`config.mk`:
```
export PLATFORM = sky130hd
export DESIGN_NAME = pe_array_seq_ctrl
export DESIGN_NICKNAME = d
export VERILOG_FILES = /design/src/rtl/pe_array_seq_ctrl.sv
export SDC_FILE = /design/constraint.sdc
export NUM_CORES = 1
export LEC_CHECK = 0
export ABC_AREA = 1
export CAP_MARGIN = 20
export CORE_AREA = 3 3 619 621
export CTS_CLUSTER_SIZE = 40
export DETAILED_ROUTE_END_ITERATION = 8
export DIE_AREA = 0 0 622 624
export DONT_BUFFER_PORTS = 1
export HOLD_SLACK_MARGIN = 0.12
export SLEW_MARGIN = 5
export SYNTH_ARGS = -nofsm -noshare
export SYNTH_HDL_FRONTEND = slang
export SYNTH_SLANG_ARGS = --single-unit
```
`constraint.sdc`:
```
create_clock -name clk -period 1.8 [get_ports clk]
set_input_delay 0.27 -clock clk [delete_from_list [all_inputs] [get_ports clk]]
set_output_delay 0.27 -clock clk [all_outputs]
set_load 0.05 [all_outputs]
```
`src/rtl/pe_array_seq_ctrl.sv`:
```
// rtl/pe_array_seq_ctrl.sv - row sequencer feeding the 16-lane bf16 multiplier array
module pe_array_seq_ctrl #(
    parameter int DATA_WIDTH = 16,
    parameter int ROW_SIZE   = 16,
    parameter int ADDR_WIDTH = 8
) (
    input  logic                           clk,
    input  logic                           rst_n,
    input  logic                           start,
    input  logic                           abort,
    input  logic [ADDR_WIDTH:0]            num_rows,
    input  logic [ADDR_WIDTH-1:0]          rd_base,
    input  logic [ADDR_WIDTH-1:0]          wr_base,
    output logic                           busy,
    output logic                           done,
    output logic                           rd_en,
    output logic [ADDR_WIDTH-1:0]          rd_addr,
    input  logic [DATA_WIDTH*ROW_SIZE-1:0] a_rd_data,
    input  logic [DATA_WIDTH*ROW_SIZE-1:0] b_rd_data,
    output logic [DATA_WIDTH*ROW_SIZE-1:0] pe_a,
    output logic [DATA_WIDTH*ROW_SIZE-1:0] pe_b,
    input  logic [DATA_WIDTH*ROW_SIZE-1:0] pe_mul,
    output logic                           wr_en,
    output logic [ADDR_WIDTH-1:0]          wr_addr,
    output logic [DATA_WIDTH*ROW_SIZE-1:0] wr_data
);

    typedef enum logic [1:0] {IDLE, ISSUE, DRAIN, DONE} state_t;

    state_t                state, state_nx;
    logic [ADDR_WIDTH:0]   num_rows_q;
    logic [ADDR_WIDTH:0]   issue_cnt;
    logic                  v1;
    logic                  accept;
    logic                  last_issue;

    // issue_cnt counts the row being issued this cycle (1-based), so 2^ADDR_WIDTH fits
    assign accept     = (state == IDLE) && start && !abort;
    assign last_issue = (issue_cnt == num_rows_q);

    always_comb begin
        state_nx = state;
        if (abort) begin
            state_nx = IDLE;
        end else begin
            case (state)
                IDLE:    if (start) state_nx = (num_rows == '0) ? DONE : ISSUE;
                ISSUE:   if (last_issue) state_nx = DRAIN;
                // v1 low here means the last product row is being written now
                DRAIN:   if (!v1) state_nx = DONE;
                DONE:    state_nx = IDLE;
                default: state_nx = IDLE;
            endcase
        end
    end

    always_ff @(posedge clk or negedge rst_n) begin
        if (!rst_n) begin
            state      <= IDLE;
            busy       <= 1'b0;
            done       <= 1'b0;
            rd_en      <= 1'b0;
            rd_addr    <= '0;
            wr_en      <= 1'b0;
            wr_addr    <= '0;
            wr_data    <= '0;
            v1         <= 1'b0;
            num_rows_q <= '0;
            issue_cnt  <= '0;
        end else begin
            state <= state_nx;
            busy  <= (state_nx != IDLE);
            done  <= (state_nx == DONE);
            rd_en <= (state_nx == ISSUE);
            v1    <= rd_en && !abort;
            wr_en <= v1 && !abort;
            if (v1 && !abort) begin
                wr_data <= pe_mul;
            end
            if (accept) begin
                num_rows_q <= num_rows;
                issue_cnt  <= (ADDR_WIDTH+1)'(1);
                rd_addr    <= rd_base;
                wr_addr    <= wr_base;
            end else begin
                if (state == ISSUE && !last_issue && !abort) begin
                    issue_cnt <= issue_cnt + (ADDR_WIDTH+1)'(1);
                    rd_addr   <= rd_addr + ADDR_WIDTH'(1);
                end
                if (wr_en) begin
                    wr_addr <= wr_addr + ADDR_WIDTH'(1);
                end
            end
        end
    end

    // operands are gated to zero outside valid read cycles to keep the array quiet
    assign pe_a = v1 ? a_rd_data : '0;
    assign pe_b = v1 ? b_rd_data : '0;

endmodule

```
After elaboration in Yosys (flattened, before gate mapping)
Cells that the tools add are included.

Bits in read-only memories: 0. Input bits: 797. Register bits after elaboration: 297. Memories: 0. Bits in latches: 0. Bits in writable memories: 0.

Bitwise logic cells: 0. Shift operators: 0. Reductions and logical operators: 13. Div/mod/pow operators: 0. Add/subtract/negate cells: 3. Multiplexer cells: 14. Order comparisons: 0. Multipliers: 0. Equality and inequality tests: 6.

Operators by type and width (number): two-way mux 256 bit (2); two-way mux 8 bit (4); two-way mux 9 bit (2); adder 8 x 1 -> 8 bit, second input constant (2); two-way mux 2 bit (5); adder 9 x 1 -> 9 bit, second input constant (1); equality test 9 bit (1); zero test 9 bit (1); case mux 2 bit (4 select lines) (1); equality test 2 bit, second input constant (3); logical AND 1 bit (6); nonzero test 2 bit (3); equality test 2 x 1 -> 1 bit, second input constant (2); zero test 1 bit (2); zero test 2 bit (1).

Longest topological paths before layout
Word-level depth: 6. Gate-level depth with buffers: 11. Mapped depth without buffers: 10.

Least setup slack after synthesis
No wires, ideal clock.

Path type: register to register. From: register wr_addr[0]. To: register wr_addr[6]. Cell stages (with the launch flop): 11. Period minus slack after synthesis: 1.726 ns. Buffers on the path: 0. Setup time: 0.130 ns. Arrival time: 1.596 ns. Slack: 0.074 ns. Data required time: 1.670 ns. Cell sequence: dfrtp_1 > ha_1 > nand2_1 > inv_1 > nand2_1 > nor2_1 > nand2_1 > nand2_1 > nand3_1 > o211ai_1 > o21ai_0.

Longest elaborated chain between the ends: 3.

RTL lines: start: declaration (line 24) `output logic [ADDR_WIDTH-1:0] wr_addr,`; start signal: assignment (line 84) `wr_addr <= wr_base;`; start signal: assignment (line 91) `wr_addr <= wr_addr + ADDR_WIDTH'(1);`; adder 8 x 1 -> 8 bit (line 91); two-way mux 8 bit (line 90) `if (wr_en) begin`; two-way mux 8 bit (line 80) `if (accept) begin`.

Every way passes these cells. The select of a mux whose other input is x is not followed. A chain may end at the register's enable or synchronous reset.

Final worst setup path
From: register v1. To: output pe_b[137].

Longest elaborated chain between the ends: 1.

RTL lines: start: declaration (line 33) `logic v1;`; start signal: assignment (line 75) `v1 <= rd_en && !abort;`; two-way mux 256 bit (line 99) `assign pe_b = v1 ? b_rd_data : '0;`; end: declaration (line 21) `output logic [DATA_WIDTH*ROW_SIZE-1:0] pe_b,`.

Every way passes these cells.

==> reports/summary.txt <==
status - finished with violations
failing checks - hold timing, setup timing
Die Wd - 622 µm
met2 Use GR - 38.6%
Min Hold Slack - -0.679 ns
Tmin final - 2.32 ns
switching fraction of total power - 55.9%
Avg Cell Area, Syn - 6.44 µm²
Final HPWL DP - 321 mm
FMAX - 0.432 GHz
post-synthesis cell type count - 27
P&R area growth vs syn - 149%
GRT busiest layer - met2
layout cells sized above 1 - 31.0%
Worst Tran Pin Value - 1.01 ns
clock slew at reported path FFs - 0.06 ns
area of the multi-input gates - 6530 µm²
Combinational Power Share - 49.8%
post-synthesis cell area - 16000 µm²
CP Capture Type - primary output
via density per instance - 2.55
Pins Over Slew Limit - 0
worst skew pair latency - 0.64 ns
VDD IR max - 0.000701 V
number of global-route vias before repair - 20100
CTS Buf Count - 38
full die area - 388000 µm²
post-place setup slack - -0.198 ns
final clock skew - 0.0333 ns
internal power - 0.0193 W
asr flop ratio synth - 100%
All-Layer GR Usage - 17.0%
first-pass GRT wire length - 390 mm
Crit Path Category - flop to primary output
Critical-path top delay cell - dfrtp_4
Tcrit/Tclk final - 129%
# setup viols final - 647
Worst Path Arrival - 2.05 ns
Non-Filler Instances - 8582
CP Max Fanout - 18
unrepaired setup endpoints after global routing - true
Final nets - 4239
clk sinks - 297
P_leak - 19.6 nW
CTS tree - yes
Sequential Power Share - 31.8%
FF+latch count, synth - 297
Psw - 0.0245 W
combined flip-flop and latch cell area - 7440 µm²
Final Hold Vio Count - 297
H-tree depth - 2
largest net degree at the start of global routing - 298
drt first pass iters - 6
post-synthesis net count - 3279
Ports - 1585
PwrDens - 1100 nW/µm²
# DRC - 0
Clock power frac - 18.4%
worst rel slew slack - 32.8%
clk root buf - clkbuf_16
placed insts - 8105
Worst setup SP type - flop
CTS Buffer Depth - 3
met1 Use GR - 13.4%
Post-synth EDFFs - 0
sequential area share after synthesis - 46.6%
crit-path most repeated cell - buf_12
predominant post-synthesis flop cell - dfrtp_1
worst-path cell chain - buf_16, buf_12, clkbuf_16, nand2_1, inv_2, buf_12
initial antenna violation count - 401
Fillers - 43800
Wirelength per Cell - 40.1 µm
CP Data Required Time - 1.53 ns
HP Class - input port to async pin
Routability Congestion - 1.01
total number of vias - 21900
die height - 624 µm
CTS Hold Bufs - 283
most common cell after layout, fill and taps aside - nand2_1
Ys Warns - 0
core area - 378000 µm²
Synth Instances - 2479
final wirelength - 344 mm
fin worst setup slack - -0.516 ns
FP Rows - 226
Max-cap violations - 0
commonest cells after routing, fill and taps aside - 1270 x nand2_1, 535 x buf_12, 414 x inv_1
global route overflow - 0
Initial DRC Count - 1813
PortBufs - 0
critical path's largest stage delay - 0.53 ns
antenna viol nets, final - 0
met3 Usage GRT - 5.46%
Initial Util - 4.22%
-- power by group through the flow --
stage          Sequential [W]  Clock, W  Combinational (W)
2_1_floorplan          0.0181         0            0.00505
3_3_place_gp           0.0140         0             0.0216
3_5_place_dp           0.0141         0             0.0216
4_1_cts                0.0140   0.00846             0.0227
5_1_grt                0.0142   0.00861             0.0231
6_report               0.0139   0.00808             0.0219
-- logic make-up after synthesis --
logic type,share of synthesized area [%]
flip-flops,46.6
buffers and inverters,16.3
AND/OR/NAND/NOR,34.9
adder cells (fa/ha/maj),0.235
XOR/XNOR,0.769
AO/OA/AOI/OAI,1.20
-- area by class of cell --
class,instances,area share (%)
Clock buffer,54,2.80
Sequential cell,297,18.7
Inverter,550,5.42
Antenna cell,100,0.630
Clock inverter,13,0.387
Tap cell,5016,15.8
Multi-Input combinational cell,1508,16.5
Timing Repair Buffer,1044,39.8
-- repair_timing --
action | in CTS | in global routing
setup endpoints to repair | 514 | 782
gates resized for setup | 152 | 246
cloned | 7 | 11
endpoints found under the hold margin | 593 | 297
buffers inserted | 7 | 2
pin swaps | 0 | 3
-- final timing paths --
path,from,to,slack [ns],cells after the start
setup / recovery,v1$_DFF_PN0_,pe_b[137],-0.52,6
hold / removal,rst_n,wr_addr[0]$_DFFE_PN0P_,-0.68,0
setup reg to reg,v1$_DFF_PN0_,wr_data[182]$_DFFE_PN0P_,-0.11,9
hold reg to reg,wr_data[214]$_DFFE_PN0P_,wr_data[214]$_DFFE_PN0P_,0.50,2
max in group asynchronous,rst_n,issue_cnt[8]$_DFFE_PN0P_,1.62,0
min in group clk,start,done$_DFF_PN0_,0.28,6
-- sequential cells by signal (all words and copies together) (netlist names) --
name / flops
state: 2
num_rows_q: 9
wr_addr: 8
v1: 1
done: 1
wr_en: 1
busy: 1
rd_en: 1
issue_cnt: 9
rd_addr: 8
wr_data: 256
-- metrics by stage --
step           cell area, µm²  util (%)  setup TNS (ns)  total power, W
6_report                39700      10.5         -214.08          0.0439
5_1_grt                 39600      10.5         -280.37          0.0459
4_1_cts                 38500      10.2         -267.78          0.0452
3_5_place_dp            33900      8.95           -1.87          0.0357
3_3_place_gp            33900      8.95           -1.78          0.0356
2_1_floorplan           16000         -               0          0.0232
-- synth_stat cells, types with 2 or more instances --
cell      instances  area share, %
o21ai_0          15           0.47
xnor2_1           9           0.49
dfrtp_1         297             47
buf_1             8           0.19
o21ai_1           4           0.13
inv_1           547             13
o211ai_1          6           0.28
xor2_1            5           0.27
a21oi_1           6           0.19
inv_2             3          0.071
ha_1              3           0.24
nand4_1           8           0.31
nand3_1          35            1.1
clkbuf_1         76            1.8
nor2_1           28           0.66
buf_6             2           0.14
buf_2            37            1.2
nand2_1        1380             32
nor2_2            2          0.078
-- layer usage --
metal / up-vias / share of wire, %
met4: 112 / 2.7
met3: 721 / 7.4
li1: 9045 / -
met5: - / 0.22
met2: 1655 / 63
met1: 10300 / 27
-- worst max-delay path: cells and delay by family, from the launching register on --
family	cells	cell delay, ns
simple gates	1	0.11
flops	1	0.53
buf+inv	5	0.75
(Power assumes the default switching activity.)
